### config.mk
export PLATFORM = sky130hd
export DESIGN_NAME = fetch_queue
export DESIGN_NICKNAME = d
export VERILOG_FILES = /design/src/rtl/fetch_queue.sv
export SDC_FILE = /design/constraint.sdc
export NUM_CORES = 1
export LEC_CHECK = 0
export CAP_MARGIN = 15
export CORE_UTILIZATION = 47
export CTS_CLUSTER_SIZE = 24
export DETAILED_ROUTE_END_ITERATION = 16
export PLACE_DENSITY = 0.68
export SKIP_LAST_GASP = 1
export SYNTH_ARGS = -nofsm -noshare
export SYNTH_HDL_FRONTEND = slang
export SYNTH_SLANG_ARGS = --single-unit
### constraint.sdc
create_clock -name clk -period 4.7 [get_ports clk]
set_clock_uncertainty 0.15 [all_clocks]
set_input_delay 0.705 -clock clk [delete_from_list [all_inputs] [get_ports clk]]
set_output_delay 0.705 -clock clk [all_outputs]
set_load 0.02 [all_outputs]
### src/rtl/fetch_queue.sv
// Instruction-fetch front end: PC generator, credit-limited memory requests and a
// DEPTH-entry in-order prefetch queue. Define FETCH_BYPASS_EN for the 0-cycle empty-queue bypass.
module fetch_queue #(
    parameter int DATA_WIDTH = 16,
    parameter int PC_WIDTH   = 32,
    parameter int ADDR_WIDTH = 21,
    parameter int DEPTH      = 4,
    parameter logic [PC_WIDTH-1:0] RESET_PC = '0
) (
    input  logic                  clk,
    input  logic                  reset,
    output logic                  imem_req,
    input  logic                  imem_ready,
    output logic [ADDR_WIDTH-1:0] imem_addr,
    input  logic                  imem_valid,
    input  logic [DATA_WIDTH-1:0] imem_rdata,
    output logic                  ir_valid,
    input  logic                  ir_ready,
    output logic [DATA_WIDTH-1:0] ir_data,
    output logic [PC_WIDTH-1:0]   ir_pc,
    input  logic                  redirect,
    input  logic [PC_WIDTH-1:0]   redirect_pc
);

    localparam int PTR_W = $clog2(DEPTH);
    localparam int CNT_W = $clog2(DEPTH + 1);
    localparam int SUM_W = CNT_W + 1;

    // Handshakes: a request transfers when imem_req & imem_ready; a response is
    // always accepted when imem_valid; decode takes the head when ir_valid & ir_ready.

    logic [PC_WIDTH-1:0]   pc_q, pc_d;
    logic [PC_WIDTH-1:0]   resp_pc_q, resp_pc_d;
    logic [PTR_W-1:0]      rd_ptr_q, rd_ptr_d;
    logic [PTR_W-1:0]      wr_ptr_q, wr_ptr_d;
    logic [CNT_W-1:0]      occ_q, occ_d;
    logic [CNT_W-1:0]      out_q, out_d;
    logic [CNT_W-1:0]      disc_q, disc_d;
    logic [DATA_WIDTH-1:0] data_mem_q [DEPTH];
    logic [DATA_WIDTH-1:0] data_mem_d [DEPTH];
    logic [PC_WIDTH-1:0]   pc_mem_q   [DEPTH];
    logic [PC_WIDTH-1:0]   pc_mem_d   [DEPTH];

    logic credit_ok;
    logic req_fire;
    logic head_valid;
    logic resp_keep;
    logic resp_drop;
    logic byp_avail;
    logic byp_take;
    logic push;
    logic pop;

    // Outstanding requests reserve a queue slot, so a response can always be stored.
    assign credit_ok  = ({1'b0, occ_q} + {1'b0, out_q}) < SUM_W'(DEPTH);
    assign imem_req   = reset & ~redirect & credit_ok;
    assign imem_addr  = pc_q[ADDR_WIDTH-1:0];
    assign req_fire   = imem_req & imem_ready;
    assign head_valid = (occ_q != '0);
    assign resp_keep  = imem_valid & (disc_q == '0) & ~redirect;
    assign resp_drop  = imem_valid & (disc_q != '0) & ~redirect;

`ifdef FETCH_BYPASS_EN
    assign byp_avail = reset & ~head_valid & resp_keep;
    assign byp_take  = byp_avail & ir_ready;
    assign ir_valid  = head_valid | byp_avail;

    always_comb begin
        ir_data = '0;
        ir_pc   = '0;
        if (head_valid) begin
            ir_data = data_mem_q[rd_ptr_q];
            ir_pc   = pc_mem_q[rd_ptr_q];
        end else if (byp_avail) begin
            ir_data = imem_rdata;
            ir_pc   = resp_pc_q;
        end
    end
`else
    assign byp_avail = 1'b0;
    assign byp_take  = 1'b0;
    assign ir_valid  = head_valid;

    always_comb begin
        ir_data = '0;
        ir_pc   = '0;
        if (head_valid) begin
            ir_data = data_mem_q[rd_ptr_q];
            ir_pc   = pc_mem_q[rd_ptr_q];
        end
    end
`endif

    assign push = resp_keep & ~byp_take;
    assign pop  = head_valid & ir_ready & ~redirect;

    always_comb begin
        pc_d       = pc_q;
        resp_pc_d  = resp_pc_q;
        rd_ptr_d   = rd_ptr_q;
        wr_ptr_d   = wr_ptr_q;
        occ_d      = occ_q;
        out_d      = out_q;
        disc_d     = disc_q;
        data_mem_d = data_mem_q;
        pc_mem_d   = pc_mem_q;

        if (redirect) begin
            // Everything still in flight after this cycle belongs to the old path.
            pc_d      = redirect_pc;
            resp_pc_d = redirect_pc;
            rd_ptr_d  = '0;
            wr_ptr_d  = '0;
            occ_d     = '0;
            out_d     = out_q - CNT_W'(imem_valid);
            disc_d    = out_q - CNT_W'(imem_valid);
        end else begin
            if (req_fire) begin
                pc_d = pc_q + PC_WIDTH'(1);
            end
            if (push || byp_take) begin
                resp_pc_d = resp_pc_q + PC_WIDTH'(1);
            end
            if (push) begin
                data_mem_d[wr_ptr_q] = imem_rdata;
                pc_mem_d[wr_ptr_q]   = resp_pc_q;
                wr_ptr_d             = wr_ptr_q + PTR_W'(1);
            end
            if (pop) begin
                rd_ptr_d = rd_ptr_q + PTR_W'(1);
            end
            if (resp_drop) begin
                disc_d = disc_q - CNT_W'(1);
            end
            occ_d = occ_q + CNT_W'(push) - CNT_W'(pop);
            out_d = out_q + CNT_W'(req_fire) - CNT_W'(imem_valid);
        end
    end

    always_ff @(posedge clk or negedge reset) begin
        if (!reset) begin
            pc_q      <= RESET_PC;
            resp_pc_q <= RESET_PC;
            rd_ptr_q  <= '0;
            wr_ptr_q  <= '0;
            occ_q     <= '0;
            out_q     <= '0;
            disc_q    <= '0;
            for (int i = 0; i < DEPTH; i++) begin
                data_mem_q[i] <= '0;
                pc_mem_q[i]   <= '0;
            end
        end else begin
            pc_q       <= pc_d;
            resp_pc_q  <= resp_pc_d;
            rd_ptr_q   <= rd_ptr_d;
            wr_ptr_q   <= wr_ptr_d;
            occ_q      <= occ_d;
            out_q      <= out_d;
            disc_q     <= disc_d;
            data_mem_q <= data_mem_d;
            pc_mem_q   <= pc_mem_d;
        end
    end

endmodule

==> metrics.md <==
| Metric | Value |
|---|---|
| Status | `completed` |
| Final Power | `7.52 mW` |
| Post-Syn Area | `12400 um2` |
| Final Hold Violating Endpoints | `0` |
| Max Slew Vio Count | `0` |
| Worst-Skew Late Latency | `0.52 ns` |
| Area of the multi-input gates | `5550 um2` |
| CTS root buf | `clkbuf_16` |
| Syn Inst Count | `945` |
| Post-CTS Resized | `0` |
| Placed Area | `13900 um2` |
| Worst Path Arrival | `2.94 ns` |
| Max cap viols | `0` |
| Chip width | `164 um` |
| Cell count after placement | `1353` |
| HP Class | `reg2reg` |
| Synth Flop Type | `dfrtp_1` |
| Max VDD drop | `0.276 mV` |
| Yosys cell types | `49` |
| Highest routed metal layer | `met4` |
| Number of port buffers | `124` |
| Setup violations, final | `0` |
| Placement Rows | `58` |
| Worst EP required | `3.85 ns` |
| Net Sw Frac | `30.2%` |
| Area Growth Syn to Fin | `19.5%` |
| Reg2Reg Setup Slack | `1.36 ns` |
| Worst setup SP type | `flop` |
| Global route total overflow | `0` |
| Fmax | `0.263 GHz` |
| Slew HR | `39.1%` |
| Wirelength per Cell | `19.2 um` |
| Final critical-path share of the clock period | `80.8%` |
| # hold bufs at CTS | `1` |
| Die height | `164 um` |
| CTS sink cnt | `258` |
| Internal power | `5.25 mW` |
| Place WS | `1.13 ns` |
| Setup WS post-layout | `0.900 ns` |
| Setup_tns | `0 ns` |
| Register area | `6460 um2` |
| Ports | `125` |
| Worst hold margin | `0.349 ns` |
| Placer Congestion | `0.881` |
| CTS tree | `done` |
| Nets@finish | `1125` |
| Ant diodes | `0` |
| Register bit count reported by yosys | `258` |
| Static Leak | `6.54 nW` |
| Met2 Wirelength | `12.7 mm` |
| Tot GR Track Use | `21.1%` |
| Actual slew at the worst max-slew pin | `0.913 ns` |
| Unrepaired setup endpoints after global routing | `false` |
| Clock power share | `26.9%` |
| Initial Utilization | `48.5%` |
| P_sw | `2.27 mW` |
| Power per cell area | `509 nW/um2` |
| CTS clock-pin slew for the worst setup and hold paths | `0.06 ns` |
| EDFF count, synth | `0` |
| Num CTS Buffers | `27` |
| Total core area | `25500 um2` |
| Mean Syn Cell Area | `13.1 um2` |
| Die area | `26900 um2` |
| Initial antenna violation count | `0` |
| Synth warn | `0` |
| Routed wl met3 | `1.14 mm` |
| Post-Layout Inst Area | `14800 um2` |
| CTS H-tree lvls | `1` |
| HPWL after DPL | `17.6 mm` |
| Seq pwr share | `41.3%` |
| Share of cells above drive strength 1 | `29.8%` |
| First-pass GRT wire length | `44.4 mm` |
| Vias in the first global route | `8151` |
| Net Count, Synth | `1017` |
| Setup CP Type | `reg2out` |
| Layout fillers | `2074` |
| Largest net degree at the start of global routing | `74` |
| Total length of routed wires | `26.9 mm` |
| Core Util, Final | `58.0%` |
| Drt pass-1 iters | `4` |
| Detailed-route DRC error count | `0` |
| Final std cells w/o fill | `1401` |
| Min cycle time layout | `3.80 ns` |
| Post-synth ARST share | `100%` |
| Clock tree buffer depth | `3` |
| Initial DRC Count | `456` |
| Critical Path Sink Type | `primary output` |
| Routed vias | `7815` |
| Seq/Total Area, Yosys | `52.2%` |
| WL met1 | `12.7 mm` |
| Crit-path max FO | `32` |
| Combinational power share | `31.8%` |
| DRT antenna net count | `0` |
| Post-CTS Setup Bufs | `0` |
| Vias per cell | `5.58` |
registers in the layout (all words and copies together) (netlist names):
register	count
out_q	3
data_mem_q	64
pc_q	21
rd_ptr_q	2
pc_mem_q	128
wr_ptr_q	2
resp_pc_q	32
occ_q	3
disc_q	3
power groups by stage:
| stage | clock, mW | sequential (mW) | combinational [mW] |
|---|---|---|---|
| floorplan | 0 | 2.96 | 1.68 |
| global placement | 0 | 3.12 | 2.39 |
| detailed placement | 0 | 3.14 | 2.43 |
| CTS | 2.06 | 3.11 | 2.44 |
| global route | 2.15 | 3.19 | 2.61 |
| finish | 2.02 | 3.11 | 2.39 |
routing by layer:
layer / global-route usage (%) / up-vias
met5: 0 / -
met4: 4.59 / 0
met3: 2.37 / 34
met2: 34.1 / 181
met1: 30.7 / 4010
li1: - / 3590
cell type report:
type / count / share of cell area, %
Clock buffer: 42 / 5.50
Timing Repair Buffer: 144 / 9.52
Sequential cell: 258 / 43.8
Tap cell: 330 / 2.80
Multi-Input combinational cell: 598 / 37.6
Inverter: 24 / 0.610
Clock inverter: 5 / 0.203
cells in the final DEF (no fill, tap or decap), drive strengths merged, types with 5 or more instances in the layout:
master / n
clkbuf: 42
inv: 23
buf: 21
mux4: 48
xor2: 18
o211ai: 7
and2: 51
nand3: 16
dfrtp: 258
xnor2: 29
mux2: 198
ha: 16
nor2: 26
nor4: 12
a21oi: 9
nand4: 14
and4: 5
clkdlybuf4s50: 122
nor3: 13
o21ai: 38
nand2: 56
cell usage after synthesis, types with 2 or more instances:
| library cell | instances | area, um2 |
|---|---|---|
| a21boi_0 | 2 | 15.0 |
| a21oi_1 | 9 | 45.0 |
| a31oi_1 | 3 | 18.8 |
| and2_1 | 51 | 319 |
| and3_1 | 4 | 25.0 |
| and4_1 | 5 | 43.8 |
| buf_1 | 12 | 45.0 |
| buf_2 | 8 | 40.0 |
| buf_4 | 2 | 15.0 |
| clkbuf_1 | 42 | 158 |
| dfrtp_1 | 258 | 6460 |
| fa_1 | 2 | 40.0 |
| ha_1 | 16 | 200 |
| inv_1 | 22 | 82.6 |
| mux2_2 | 198 | 2230 |
| mux2i_1 | 2 | 20.0 |
| mux4_2 | 48 | 1080 |
| nand2_1 | 56 | 210 |
| nand2b_1 | 4 | 25.0 |
| nand3_1 | 16 | 80.1 |
| nand4_1 | 13 | 81.3 |
| nor2_1 | 26 | 97.6 |
| nor2b_1 | 2 | 12.5 |
| nor3_1 | 13 | 65.1 |
| nor4_1 | 12 | 75.1 |
| o211ai_1 | 7 | 52.6 |
| o21ai_0 | 35 | 175 |
| o21ai_1 | 3 | 15.0 |
| o311ai_0 | 4 | 35.0 |
| or2_2 | 2 | 12.5 |
| or3_1 | 3 | 18.8 |
| or4_1 | 3 | 22.5 |
| xnor2_1 | 29 | 254 |
| xor2_1 | 18 | 158 |
worst max-delay path: stages, from the launching register on:
cell             delay [ns]
dfrtp_4                0.88
buf_12                 0.29
mux4_2                 0.52
and2_1                 0.18
clkdlybuf4s50_1        0.53
final timing paths:
kind	start	end	depth (start not counted)
worst max-delay path	rd_ptr_q[0]	ir_data[12]	4
worst min-delay path	data_mem_q[12]	data_mem_q[12]	1
worst max register to register	occ_q[1]	out_q[2]	11
worst min register to register	data_mem_q[12]	data_mem_q[12]	1
max in group asynchronous	reset	resp_pc_q[27]	4
min in group asynchronous	reset	pc_mem_q[40]	2
cell families after synthesis:
kind of cell / count (synthesis) / synth area share, %
DFF: 258 / 52.2
AOI/OAI and AO/OA: 68 / 3.23
xor gates and xnor gates: 47 / 3.33
muxes: 248 / 27.0
and+or+nand+nor: 217 / 9.40
buffers and inverters: 89 / 2.91
adders and majority gates: 18 / 1.94
Note: power is estimated with default switching activity, not from simulation.
